## config.mk

```make
export PLATFORM = sky130hd
export DESIGN_NAME = expand_a_sink
export DESIGN_NICKNAME = d
export VERILOG_FILES = /design/src/rtl/dilithium_pkg.sv /design/src/rtl/expand_a_sink.sv
export SDC_FILE = /design/constraint.sdc
export NUM_CORES = 1
export LEC_CHECK = 0
export ABC_AREA = 1
export CORE_ASPECT_RATIO = 1.2
export CORE_MARGIN = 4
export CORE_UTILIZATION = 63
export CTS_CLUSTER_DIAMETER = 80
export CTS_CLUSTER_SIZE = 40
export DETAILED_ROUTE_END_ITERATION = 7
export DONT_BUFFER_PORTS = 1
export MAX_ROUTING_LAYER = met4
export PLACE_DENSITY_LB_ADDON = 0.3
export SLEW_MARGIN = 20
export SYNTH_ARGS = -nofsm -noshare
export SYNTH_HDL_FRONTEND = slang
export SYNTH_SLANG_ARGS = --single-unit
```

## constraint.sdc

```tcl
create_clock -name clk -period 1.9 [get_ports clk]
set_clock_uncertainty 0.05 [all_clocks]
set_input_delay 0.38 -clock clk [delete_from_list [all_inputs] [get_ports clk]]
set_output_delay 0.38 -clock clk [all_outputs]
set_load 0.03 [all_outputs]
```

## src/rtl/dilithium_pkg.sv

```systemverilog
// Shared constants, state encoding and address helper for the Dilithium
// matrix-A expansion blocks.
package dilithium_pkg;

  localparam int unsigned Q        = 32'd8380417;
  localparam int          SAMPLE_W = 23;

  typedef enum logic [2:0] {
    ST_IDLE,
    ST_ISSUE,
    ST_STREAM,
    ST_NEXT,
    ST_FIN
  } eas_state_t;

  // Word offset of polynomial (i, j) for 64 beats per polynomial.
  function automatic int poly_base(input int i, input int j, input int l);
    return (i * l + j) * 64;
  endfunction

endpackage

```

## src/rtl/expand_a_sink.sv

```systemverilog
// Sequencer and sink for the matrix-A rejection sampler: walks (i, j), stores
// each coefficient beat through a registered RAM write port. Optional macro
// RANGE_CHECK_EN adds per-lane "coefficient >= Q" checks feeding err.
module expand_a_sink #(
  parameter int K        = 4,
  parameter int L        = 4,
  parameter int SAMPLE_W = dilithium_pkg::SAMPLE_W,
  parameter int BUS_W    = 4,
  parameter int ADDR_W   = 10
) (
  input  logic                         clk,
  input  logic                         rst,
  input  logic                         start,
  input  logic [ADDR_W-1:0]            base_addr,
  output logic                         busy,
  output logic                         done,
  output logic                         err,
  output logic                         smp_start,
  output logic                         smp_resample,
  output logic [3:0]                   smp_i,
  output logic [3:0]                   smp_j,
  input  logic [SAMPLE_W*BUS_W-1:0]    smp_samples,
  input  logic                         smp_valid,
  output logic                         smp_ready,
  input  logic                         smp_done,
  input  logic                         mem_gnt,
  output logic                         mem_we,
  output logic [ADDR_W-1:0]            mem_addr,
  output logic [SAMPLE_W*BUS_W-1:0]    mem_wdata
);
  import dilithium_pkg::*;

  localparam int BEATS = 256 / BUS_W;
  localparam int CTR_W = $clog2(BEATS);

  eas_state_t        state_q, state_d;
  logic [ADDR_W-1:0] base_q;
  logic [3:0]        i_q, j_q;
  logic [CTR_W-1:0]  beat_q;
  logic              first_done_q;
  logic              err_q;
  logic              hs;
  logic              last_beat;
  logic              last_poly;
  logic              range_err;
  int                poly_off;
  logic [ADDR_W-1:0] wr_addr;

  assign hs        = smp_valid & smp_ready;
  assign last_beat = (beat_q == CTR_W'(BEATS - 1));
  assign last_poly = (i_q == 4'(K - 1)) && (j_q == 4'(L - 1));

  // The package helper assumes 64 beats; other bus widths scale directly.
  always_comb begin
    if (BEATS == 64) poly_off = poly_base(int'(i_q), int'(j_q), L);
    else             poly_off = (int'(i_q) * L + int'(j_q)) * BEATS;
  end

  assign wr_addr = base_q + ADDR_W'(poly_off) + ADDR_W'(beat_q);

`ifdef RANGE_CHECK_EN
  logic [BUS_W-1:0] lane_oor;
  for (genvar g = 0; g < BUS_W; g++) begin : g_range
    assign lane_oor[g] = (smp_samples[g*SAMPLE_W +: SAMPLE_W] >= SAMPLE_W'(Q));
  end
  assign range_err = |lane_oor;
`else
  assign range_err = 1'b0;
`endif

  // NOTE: next state defaults to the current state first so no path through
  // the case leaves state_d unassigned and infers a latch.
  always_comb begin
    state_d = state_q;
    case (state_q)
      ST_IDLE:   if (start) state_d = ST_ISSUE;
      ST_ISSUE:  state_d = ST_STREAM;
      ST_STREAM: if (hs && last_beat) state_d = ST_NEXT;
      ST_NEXT:   state_d = last_poly ? ST_FIN : ST_ISSUE;
      ST_FIN:    state_d = ST_IDLE;
      default:   state_d = ST_IDLE;
    endcase
  end

  assign busy         = (state_q != ST_IDLE);
  assign done         = (state_q == ST_FIN);
  assign smp_start    = (state_q == ST_ISSUE) && !first_done_q;
  assign smp_resample = (state_q == ST_ISSUE) &&  first_done_q;
  assign smp_ready    = (state_q == ST_STREAM) && mem_gnt;
  assign smp_i        = i_q;
  assign smp_j        = j_q;
  assign err          = err_q;

  // NOTE: all state uses non-blocking assignments so every register samples
  // pre-edge values regardless of statement order.
  always_ff @(posedge clk) begin
    if (rst) begin
      state_q      <= ST_IDLE;
      base_q       <= '0;
      i_q          <= '0;
      j_q          <= '0;
      beat_q       <= '0;
      first_done_q <= 1'b0;
      err_q        <= 1'b0;
      mem_we       <= 1'b0;
      mem_addr     <= '0;
      mem_wdata    <= '0;
    end else begin
      state_q <= state_d;
      mem_we  <= 1'b0;
      case (state_q)
        ST_IDLE: begin
          if (start) begin
            base_q       <= base_addr;
            i_q          <= '0;
            j_q          <= '0;
            beat_q       <= '0;
            err_q        <= 1'b0;
            first_done_q <= 1'b0;
          end
        end
        ST_ISSUE: first_done_q <= 1'b1;
        ST_STREAM: begin
          if (hs) begin
            mem_we    <= 1'b1;
            mem_addr  <= wr_addr;
            mem_wdata <= smp_samples;
            beat_q    <= beat_q + CTR_W'(1);
            // Early or missing end-of-polynomial and out-of-range lanes are
            // all reported through the same sticky flag.
            if ((smp_done != last_beat) || range_err) err_q <= 1'b1;
          end
        end
        ST_NEXT: begin
          if (j_q == 4'(L - 1)) begin
            j_q <= '0;
            i_q <= i_q + 4'd1;
          end else begin
            j_q <= j_q + 4'd1;
          end
        end
        default: ;
      endcase
    end
  end

endmodule
```

---- Yosys cells after proc, flatten, opt, wreduce, memory -nomap -nowiden ----
Cells that the tools add are included.
operators by class
  equal/unequal tests ..................... 13
  shift operators ......................... 0
  divide/modulo/power cells ............... 0
  order comparisons ....................... 0
  add/sub/neg operators ................... 6
  reductions and logical operators ........ 20
  bitwise operators ....................... 2
  multiplexer cells ....................... 18
  $mul .................................... 0
operators by type and width
  kind                                            number
  case mux 4 bit (2 select lines)                 2
  2-to-1 mux 4 bit                                3
  2-to-1 mux 6 bit                                2
  case mux 3 bit (4 select lines)                 1
  case mux 6 bit (2 select lines)                 1
  adder 10 bit                                    1
  adder 10 x 6 -> 10 bit                          1
  AND reduction 2 bit                             5
  2-to-1 mux 3 bit                                3
  adder 4 x 1 -> 4 bit (second input constant)    2
  == test 4 x 2 -> 1 bit (second input constant)  2
  != test 2 bit (second input constant)           4
  adder 6 x 1 -> 6 bit (second input constant)    1
  == test 3 x 2 -> 1 bit (second input constant)  2
  == test 6 bit (second input constant)           1
  AND reduction 3 bit                             2
  nonzero test 2 bit                              3
  logical AND 1 bit                               5
  adder 4 bit                                     1
  2-to-1 mux 1 bit                                4
  case mux 1 bit (2 select lines)                 2
  AND reduction 4 bit                             1
  == test 3 x 1 -> 1 bit (second input constant)  1
  == test 3 bit (second input constant)           1
  other kinds (8)                                 8
storage, ports and cells
  register bits ........................... 132
  bits in latches ......................... 0
  bits in read-only memories .............. 0
  bits of input ports ..................... 108
  RAM bits ................................ 0
  output and inout port bits .............. 117
  memories ................................ 0
  logic and storage cells ................. 69

---- Longest topological paths before layout ----
Gate-level depths: netlist of run 1.
  depth in word-level cells ............... 6
  gate-level depth with buffers ........... 11
  mapped depth without buffers ............ 11

---- Worst setup path before layout of run 1 ----
Ideal clock, no wire load.
  path kind ............................... reg-to-reg
  start ................................... register j_q[2], in the netlist smp_j[2]
  end ..................................... register mem_addr[9]
  stages on the path, launching flop included .. 11
  arrival time ............................ 1.728 ns
  buffers on the path ..................... 0
  setup time .............................. 0.109 ns
  data required time ...................... 1.741 ns
  slack ................................... 0.013 ns
  period minus slack after synthesis ...... 1.887 ns
  cells stage by stage .................... dfxtp_1 -> ha_1 -> ha_1 -> nand2_1 -> inv_1 -> a21oi_1 -> nand3_1 -> nand2_1 -> nand3_1 -> nand2_1 -> inv_1
between the ends
  longest elaborated chain between the ends .. 3
ends and longest elaborated chain
  item                    RTL line              source
  from (decl)             expand_a_sink.sv:38   logic [3:0] i_q, j_q;
  from (signal assigned)  expand_a_sink.sv:139  j_q <= j_q + 4'd1;
  adder 4 bit             -
  adder 10 bit            expand_a_sink.sv:59   assign wr_addr = base_q + ADDR_W'(poly_off) + ADDR_W'(beat_q);
  adder 10 x 6 -> 10 bit  expand_a_sink.sv:59
  to (signal assigned)    expand_a_sink.sv:126  mem_addr <= wr_addr;
  to (decl)               expand_a_sink.sv:28   output logic [ADDR_W-1:0] mem_addr,
Every way passes these cells.
A chain may end at the register's enable or synchronous reset.

---- Worst setup path after layout of run 1 ----
  start ................................... register state_q[2]
  end ..................................... register mem_we
between the ends
  longest elaborated chain between the ends .. 4
  elaborated cells between the ends (all ways) .. 6
  classes of those cells .................. 1 x eq/ne; 1 x mux; 2 x bitwise; 2 x reduce/logical
ends and longest elaborated chain
  item                      RTL line                                   source
  from (decl)               expand_a_sink.sv:36                        eas_state_t state_q, state_d;
  from (signal assigned)    expand_a_sink.sv:109                       state_q <= state_d;
  == test 3 x 2 -> 1 bit *  expand_a_sink.sv:89, expand_a_sink.sv:111
  logical AND 1 bit         expand_a_sink.sv:89                        assign smp_ready = (state_q == ST_STREAM) && mem_gnt;
  bitwise AND 1 bit         expand_a_sink.sv:49                        assign hs = smp_valid & smp_ready;
  2-to-1 mux 1 bit          expand_a_sink.sv:124                       if (hs) begin
  to (signal assigned)      expand_a_sink.sv:105                       mem_we <= 1'b0;
  to (signal assigned)      expand_a_sink.sv:110                       mem_we <= 1'b0;
  to (signal assigned)      expand_a_sink.sv:125                       mem_we <= 1'b1;
  to (decl)                 expand_a_sink.sv:27                        output logic mem_we,
Every way passes the cells marked *; elsewhere a longest branch is shown, timed or not.

==> impl_metrics.yaml, run 1 <==
sta:
  setup_viol: 0
  setup_ws_ns: 0.0228
  tightest_slew_ns: 0.429
  period_share: 0.988
  rsz0062_at_grt: "true"
  clock.fmax_mhz: 533
  whs_ns: -0.113
  slew_headroom: 0.714
  maxSlewViolCount: 0
  fin_setup_tns_ns: 0
  hold_viol: 96
  min_period_ns: 1.88
route:
  ant_nets: 0
  drcViolationCount: 0
  routedWlPerCell_um: 16.3
  via_per_inst: 5.54
  wirelength_um: 13800
  dr.pass1.iters: 5
  num_vias: 4674
  drt_iter0_markers: 341
worst_setup_path:
  path_cells: "nor2_4 > nand2_4 > nor2_4 > nand2_4 > buf_16 > nor2_1 > dlygate4sd3_1"
  crit_buf_inv: 2
  crit_path_start_kind: "flip-flop"
  critPathArrivalTime_ns: 2.27
  criticalPathCategory: "flip-flop to flip-flop"
  max_stage_delay_ns: 0.54
  cp_top_family: "buffers and inverters"
  cpMaxStageDelayCell: "dlygate4sd3_1"
  end_kind: "flip-flop"
  required_ns: 2.30
  path_max_fanout: 40
global_routing:
  met2_usage: 0.477
  overflow: 0
  grt_pass1_wl_um: 20800
  met3_usage: 0.0835
  grt_pass1_vias: 4441
  top_usage_layer: "met2"
  use_met1: 0.286
  grt_usage: 0.270
  grt_max_degree: 106
  antenna_found_initial: 0
place:
  numPortBuffers: 0
  dp_hpwl_um: 9470
  place_congestion: 0.988
  pre_cts_ws_ns: 0.0776
clocking:
  cts_buffers: 17
  tritoncts: "done"
  cts.sinks: 132
  htree_levels: 4
  clock_latency_ns: 0.50
  cts.path.max_buffers: 2
  postCtsHoldBufs: 6
  cts-root-buf: "clkbuf_8"
  clkTransAtPathRegs_ns: 0.06
die:
  row_count: 36
  core_area_mm2: 0.00820
  ios: 225
  die_x_um: 92.2
  chipHeight_um: 109
  initial_core_util: 0.654
  dieArea_mm2: 0.0101
synth:
  synth-async-reset-ratio: 0
  syn_nets: 834
  yosysSeqAreaShare: 0.493
  yosys_warnings: 0
  netlist_top_cells_area: "dfxtp_1 49%, nand2_1 18%, a21oi_1 11%"
  post_synth_num_cell_types: 30
  synth.avg_cell_area_um2: 7.53
  syn-cell-area_mm2: 0.00536
  synth_cells: 712
  synth_edf_count: 0
  netlist.area_leader.share: 0.493
  yosys_most_used_dff: "dfxtp_1"
  synth_largest_area_cell: "dfxtp_1"
  synth_seq_cells: 132
layout:
  n_antenna_cell: 0
  nFillCells: 593
  syn_to_final_growth_pct: 16.7
  postLayoutCoreUtil: 0.763
  layout.nets: 839
  drive_above_1_share: 0.0945
pwr:
  seqPwrFrac: 0.420
  switching_share: 0.256
  pwr-share-clk: 0.478
  p_leak_nw: 2.43
  power_density_mw_per_mm2: 1220
  power_mw: 7.61
  power_frac_comb: 0.101
  p_switching_mw: 1.95
  vdd_drop_max_uv: 839
  p_int_mw: 5.67
run_status:
  outcome: "complete, but fails checks"
  violations: "negative hold slack"
job:
  max-cap-violations: 0
worst_hold_path:
  hold_class: "input port to flip-flop"
==> final timing paths <==
kind	slack (ns)	end	from	depth (start not counted)
worst max register to register	0.02	mem_we	state_q[2]	7
worst max-delay path	0.02	mem_we	state_q[2]	7
worst min-delay path	-0.11	mem_wdata[41]	rst	1
worst min register to register	0.41	base_q[7]	base_q[7]	2
==> flip-flops by register name, summed over array words and instances (netlist names) <==
| register | flops |
|---|---|
| base_q | 10 |
| beat_q | 6 |
| err | 1 |
| first_done_q | 1 |
| mem_addr | 10 |
| mem_wdata | 92 |
| mem_we | 1 |
| smp_i | 4 |
| smp_j | 4 |
| state_q | 3 |
==> logic make-up (layout without fill, tap and decap cells) <==
group                      Yosys count  count (layout)  synth area share
and+or+nand+nor                    319             319             0.238
AOI/OAI and AO/OA                  154             154             0.149
DFF                                132             132             0.493
buffers and inverters               86             104            0.0749
adders and majority gates           14              14            0.0341
xor gates and xnor gates             7               7            0.0114
==> synthesized netlist by cell type, types with 2 or more instances <==
library cell,n
nor2_1,24
or2_2,3
nor3_1,3
a21oi_1,123
inv_1,47
xnor2_1,4
ha_1,13
nor2_4,2
clkbuf_1,22
xor2_1,3
o21ai_0,19
buf_2,6
a211oi_1,2
dfxtp_1,132
nand3_1,23
o21a_1,4
nand4_1,4
buf_6,9
nand2_1,257
o211ai_1,2
==> power by group through the flow <==
stage	Clock (mW)	Sequential, mW	Combinational (mW)
finish	3.64	3.20	0.772
global route	3.83	3.22	0.865
CTS	3.69	3.19	0.736
detailed placement	0	3.25	0.710
global placement	0	3.25	0.677
floorplan	0	3.22	0.584
==> layout by cell type, fill, tap and decap left out, drive strengths merged, types with 13 or more instances in the layout <==
cell	instances
a21oi	124
buf	17
clkbuf	21
dfxtp	132
ha	13
inv	48
nand2	259
nand3	23
nor2	26
o21ai	19
==> what timing repair did <==
item,CTS,global route
setup endpoints to repair,0,8
setup buffers,0,0
gates resized for setup,0,14
endpoints found under the hold margin,105,99
==> per-stage QoR <==
stage                     cells  area (µm²)  hold slack [ns]
final                       844        6260           -0.113
after global routing        844        6260           -0.147
after CTS                   843        6180           -0.137
after detailed placement    805        5450            0.396
after global placement      805        5450            0.388
after floorplan             712        5360            0.377
==> per-layer routing <==
| layer | part of all wire | routed length (µm) |
|---|---|---|
| met1 | 0.36 | 5030 |
| met2 | 0.53 | 7350 |
| met3 | 0.080 | 1100 |
| met4 | 0.022 | 297 |
| met5 | 0 | 0 |
==> cell type report <==
| cell class | instances | area (µm²) | area share |
|---|---|---|---|
| sequential | 132 | 2650 | 0.423 |
| multi-input combinational | 494 | 2360 | 0.376 |
| clock buffer | 20 | 445 | 0.0712 |
| timing repair buffer | 24 | 262 | 0.0418 |
| clock inverter | 12 | 226 | 0.0362 |
| inverter | 48 | 180 | 0.0288 |
| tap | 114 | 143 | 0.0228 |
Power figures use the tool's default switching activity.
==> run 2: changes to the inputs <==
CORE_MARGIN = not set   (was 4)
MAX_ROUTING_LAYER = not set   (was met4)
==> run 2 against run 1 <==
Effect of this change: the flow still finishes with violations (negative hold slack); via count rose by 0.88%; total power fell by 4.6%; die area fell by 12%; first-iteration DRC count fell by 12%; critical endpoint is now smp_ready.
==> impl_metrics.yaml, run 2 (same netlist as run 1, synthesis figures left out) <==
sta:
  period_share: 0.993
  rsz0062_at_grt: "true"
  tightest_slew_ns: 0.592
  slew_headroom: 0.606
  maxSlewViolCount: 0
  whs_ns: -0.125
  min_period_ns: 1.89
  hold_viol: 99
  clock.fmax_mhz: 530
  setup_viol: 0
layout:
  final_common_cell: "nand2_1"
  layout.nets: 841
  postLayoutCoreUtil: 0.755
  regMostFlops: "mem_wdata"
  nFillCells: 598
  final_cell_mix: "256 x nand2_1, 127 x dfxtp_1, 123 x a21oi_1, 44 x inv_1, 23 x nor2_1"
  stdcell_area_mm2: 0.00619
  drive_above_1_share: 0.108
  n_antenna_cell: 0
  reg_top3: "mem_wdata (92), base_q (10), mem_addr (10)"
  largest_register_ffs: 92
  syn_to_final_growth_pct: 15.4
global_routing:
  grt_max_degree: 106
  grt_usage: 0.281
  grt_pass1_vias: 4418
  grt_pass1_wl_um: 19400
  overflow: 0
  antenna_found_initial: 0
pwr:
  p_int_mw: 5.30
  power_density_mw_per_mm2: 1170
  seqPwrFrac: 0.441
  power_frac_comb: 0.108
  pwr-share-clk: 0.451
  vdd_drop_max_uv: 851
  p_switching_mw: 1.96
  switching_share: 0.270
  p_leak_nw: 2.39
die:
  core_area_mm2: 0.00820
  dieArea_mm2: 0.00889
  row_count: 36
  chipHeight_um: 103
  initial_core_util: 0.654
  die_x_um: 86.2
  ios: 225
route:
  drt_iter0_markers: 301
  met1_length_um: 4830
  ant_nets: 0
  routedWlPerCell_um: 15.3
  wl_met2_um: 6560
  drcViolationCount: 0
  wl_met3_um: 1090
  via_per_inst: 5.57
  num_vias: 4715
  wirelength_um: 12900
  highest_layer: "met4"
  dr.pass1.iters: 7
place:
  numPortBuffers: 0
  place_congestion: 0.912
  post_dp_cell_area_mm2: 0.00544
  dp_hpwl_um: 8760
worst_setup_path:
  cp-startpoint: "state_q[0]"
  path_max_fanout: 4
  required_ns: 1.47
  critPathArrivalTime_ns: 1.46
  crit_end: "smp_ready"
  end_kind: "output pin"
  reg2reg_slack_ns: 0.05
  criticalPathCategory: "flip-flop to output pin"
  ff2ff_path_depth: 7
  crit_path_start_kind: "flip-flop"
  r2r_end: "smp_i[0]"
  regToRegStartpoint: "smp_j[0]"
clocking:
  cts.sinks: 132
  postCtsHoldBufs: 5
  cts-root-buf: "clkbuf_8"
  clkTransAtPathRegs_ns: 0.06
  htree_levels: 4
  tritoncts: "done"
  cts.path.max_buffers: 2
  cts_buffers: 17
  clock_latency_ns: 0.52
run_status:
  outcome: "complete, but fails checks"
  violations: "negative hold slack"
worst_hold_path:
  hold_class: "input port to flip-flop"
job:
  max-cap-violations: 0
[run 2: cell types whose count changed in the layout (fill, tap and decap cells not counted), sizes merged]
| cell | before | now |
|---|---|---|
| clkbuf | 21 | 20 |
| buf | 17 | 21 |
| inv | 48 | 49 |
| dlygate4sd3 | 6 | 5 |
| bufinv | 6 | 3 |
| clkinvlp | 2 | 4 |
[run 2: metrics by stage]
stage | setup slack [ns] | hold WS [ns] | setup TNS [ns] | power, mW | cells
detailed placement | 0.0923 | 0.395 | 0 | 3.94 | 806
finish | 0.0131 | -0.125 | 0 | 7.27 | 846
global placement | 0.139 | 0.388 | 0 | 3.91 | 806
floorplan | 0.0132 | 0.377 | 0 | 3.81 | 712
global route | -0.0283 | -0.137 | -0.0631 | 7.54 | 846
CTS | 0.0140 | -0.138 | 0 | 7.23 | 843
[run 2: how the worst min path moves through the flow]
stage          startpoint            end  slack [ns]  cells past startpoint
2_1_floorplan   base_q[6]      base_q[6]        0.38                      2
5_1_grt               rst  mem_wdata[32]       -0.14                      1
6_report              rst  mem_wdata[32]       -0.12                      1
3_3_place_gp    base_q[9]      base_q[9]        0.39                      2
4_1_cts               rst  mem_wdata[40]       -0.14                      1
3_5_place_dp    base_q[2]      base_q[2]        0.39                      2
[run 2: what timing repair did]
action / in CTS / in global routing
endpoints found under the setup margin: 0 / 9
gates resized for setup: 0 / 23
buffers inserted: 0 / 3
hold endpoints to repair: 104 / 99
[run 2: final cells by class]
class	count	area, µm²	area share
Sequential cell	132	2650	0.428
Multi-Input combinational cell	494	2360	0.381
Clock buffer	20	455	0.0736
Timing Repair Buffer	26	248	0.0400
Inverter	48	180	0.0291
Clock inverter	12	153	0.0247
Tap cell	114	143	0.0230
[run 2: power groups by stage]
stage	Combinational [mW]	Sequential, mW	Clock, mW
after global placement	0.666	3.24	0
after global routing	0.869	3.22	3.45
after detailed placement	0.696	3.25	0
after CTS	0.723	3.19	3.31
after floorplan	0.584	3.22	0
final	0.782	3.21	3.28
[run 2: worst max-delay path, stage by stage (launching register included)]
cell and delay [ns]:
dfxtp_4 0.37, nor2_4 0.20, nand2_4 0.09, nor2_4 0.14, buf_6 0.15
[run 2: metal layers]
layer,vias to the layer above,track usage
met5,-,0
met4,0,0.167
met3,43,0.106
met2,212,0.477
met1,2159,0.301
li1,2301,-
==> run 3: changes to the inputs <==
CELL_PAD_IN_SITES_DETAIL_PLACEMENT = 1   (was not set)
CELL_PAD_IN_SITES_GLOBAL_PLACEMENT = 2   (was not set)
CORE_UTILIZATION = 33   (was 63)
==> run 3 against run 2 <==
Effect of this change: the run now ends clean; utilization down 35 points; first-iteration DRC count down 55%; sequential share of layout area down 1.1 points; flip-flop and latch count unchanged; clock power up 5%; global-route usage down 9.9 points; cell area up 2.3%; die area up 89%; critical path depth up 3; non-clock buffer count up 5; wire length up 21%.
==> impl_metrics.yaml, run 3 (same netlist as run 1, synthesis figures left out) <==
pwr:
  power_density_mw_per_mm2: 1180
  switching_share: 0.289
  p_switching_mw: 2.15
  power_frac_comb: 0.108
  vdd_drop_max_uv: 541
  p_int_mw: 5.30
  seqPwrFrac: 0.429
  pwr-share-clk: 0.464
  p_leak_nw: 2.42
layout:
  regMostFlops: "mem_wdata"
  layout.nets: 846
  reg_top3: "mem_wdata (92), base_q (10), mem_addr (10)"
  largest_register_ffs: 92
  syn_to_final_growth_pct: 18.0
  n_antenna_cell: 0
  final_common_cell: "nand2_1"
  postLayoutCoreUtil: 0.402
  final_cell_mix: "257 x nand2_1, 132 x dfxtp_1, 123 x a21oi_1, 47 x inv_1, 24 x nor2_1"
  drive_above_1_share: 0.0909
  finalNonFillerCells: 945
  nFillCells: 1967
place:
  place_congestion: 0.771
  dp_hpwl_um: 11100
  pre_cts_ws_ns: 0.153
  place_inst: 906
  numPortBuffers: 0
sta:
  tightest_slew_ns: 0.977
  fin_setup_tns_ns: 0
  period_share: 0.958
  min_period_ns: 1.82
  clock.fmax_mhz: 549
  slew_headroom: 0.347
  maxSlewViolCount: 0
  setup_ws_ns: 0.0796
  hold_viol: 0
  rsz0062_at_grt: "true"
  setup_viol: 0
worst_hold_path:
  hold_start: "smp_samples[64]"
  min_path_cells: 2
  whs_endpoint: "mem_wdata[64]"
  hold_class: "input port to flip-flop"
worst_setup_path:
  crit_cells: 7
  ff2ff_path_depth: 7
  path_cells: "nor2_4 > nand2_2 > nor2_4 > nand2_4 > buf_4 > nor2_1 > dlygate4sd3_1"
  cpMaxStageDelayCell: "dlygate4sd3_1"
  critPathArrivalTime_ns: 2.13
  max_stage_delay_ns: 0.54
  end_kind: "flip-flop"
  r2r_end: "mem_we"
  reg2reg_slack_ns: 0.08
  path_max_fanout: 25
  crit_path_start_kind: "flip-flop"
  criticalPathCategory: "flip-flop to flip-flop"
  regToRegStartpoint: "state_q[0]"
  required_ns: 2.21
  crit_buf_inv: 2
  cp_top_family: "buffers and inverters"
  cpMostUsedCell: "nor2_4"
die:
  initial_core_util: 0.340
  die_x_um: 118
  chipHeight_um: 142
  row_count: 50
  dieArea_mm2: 0.0168
  ios: 225
  core_area_mm2: 0.0158
job:
  max-cap-violations: 0
clocking:
  cts_buffers: 17
  htree_levels: 4
  cts.path.max_buffers: 2
  clkTransAtPathRegs_ns: 0.06
  cts.sinks: 132
  cts-root-buf: "clkbuf_16"
  tritoncts: "done"
  clock_latency_ns: 0.41
run_status:
  outcome: "finished, final reports clean"
route:
  via_per_inst: 4.99
  routedWlPerCell_um: 16.5
  ant_nets: 0
  num_vias: 4713
  drt_iter0_markers: 135
  wirelength_um: 15600
  drcViolationCount: 0
  dr.pass1.iters: 4
global_routing:
  grt_pass1_vias: 4965
  grt_usage: 0.182
  overflow: 0
  antenna_found_initial: 0
  grt_pass1_wl_um: 24100
  grt_max_degree: 106
-- run 3: cell types whose count changed in the layout (fill, tap and decap cells not counted), sizes merged --
| cell | before | now |
|---|---|---|
| inv | 49 | 56 |
| buf | 21 | 25 |
| clkbuf | 20 | 17 |
| clkinv | 4 | 2 |
| clkinvlp | 4 | 2 |
| dlygate4sd3 | 5 | 6 |
-- run 3: worst reg2reg max path, delay by kind of cell (launching register included) --
kind | cells | cell delay (ns)
AND/OR/NAND/NOR | 5 | 0.59
flip-flops | 1 | 0.36
buffers and inverters | 2 | 0.77
-- run 3: how the worst max path moves through the flow --
| stage | start | slack (ns) | endpoint |
|---|---|---|---|
| finish | state_q[0] | 0.08 | mem_we |
| global route | state_q[0] | -0.03 | mem_addr[6] |
| CTS | state_q[1] | 0.03 | smp_j[1] |
| detailed placement | state_q[0] | 0.15 | mem_addr[6] |
| global placement | smp_i[0] | 0.20 | mem_addr[9] |
| floorplan | smp_j[2] | 0.01 | mem_addr[9] |
-- run 3: layer usage --
metal / global-route usage / vias up / part of all wire
li1: - / 2314 / -
met1: 0.186 / 2245 / 0.36
met2: 0.340 / 128 / 0.55
met3: 0.0611 / 26 / 0.064
met4: 0.0766 / 0 / 0.024
met5: 0 / - / 0
-- run 3: power by group through the flow --
stage,Sequential [mW],Combinational [mW],Clock (mW)
finish,3.19,0.803,3.45
global route,3.21,0.909,3.65
CTS,3.19,0.773,3.53
detailed placement,3.26,0.754,0
global placement,3.25,0.724,0
floorplan,3.22,0.584,0
-- run 3: timing repair --
item / 4_1_cts / 5_1_grt
endpoints found under the setup margin: 0 / 3
buffers inserted: 0 / 0
hold buffers: 4 / 3
endpoints found under the hold margin: 104 / 73
gates resized for setup: 0 / 1
-- run 3: final cells by class --
class                   count  area, µm²  area share
clock inverters            15        191      0.0302
clock buffers              17        425      0.0672
multi-input cells         494       2320       0.367
inverters                  48        181      0.0287
repair buffers             31        305      0.0482
flip-flops and latches    132       2640       0.417
well taps                 208        260      0.0411
-- run 3: stage by stage --
step / total power, mW / cell area, µm² / hold WS [ns]
2_1_floorplan: 3.81 / 5360 / 0.377
3_3_place_gp: 3.97 / 5620 / 0.389
3_5_place_dp: 4.01 / 5620 / 0.393
4_1_cts: 7.50 / 6280 / -0.0452
5_1_grt: 7.77 / 6330 / 0.0383
6_report: 7.45 / 6330 / 0.0490
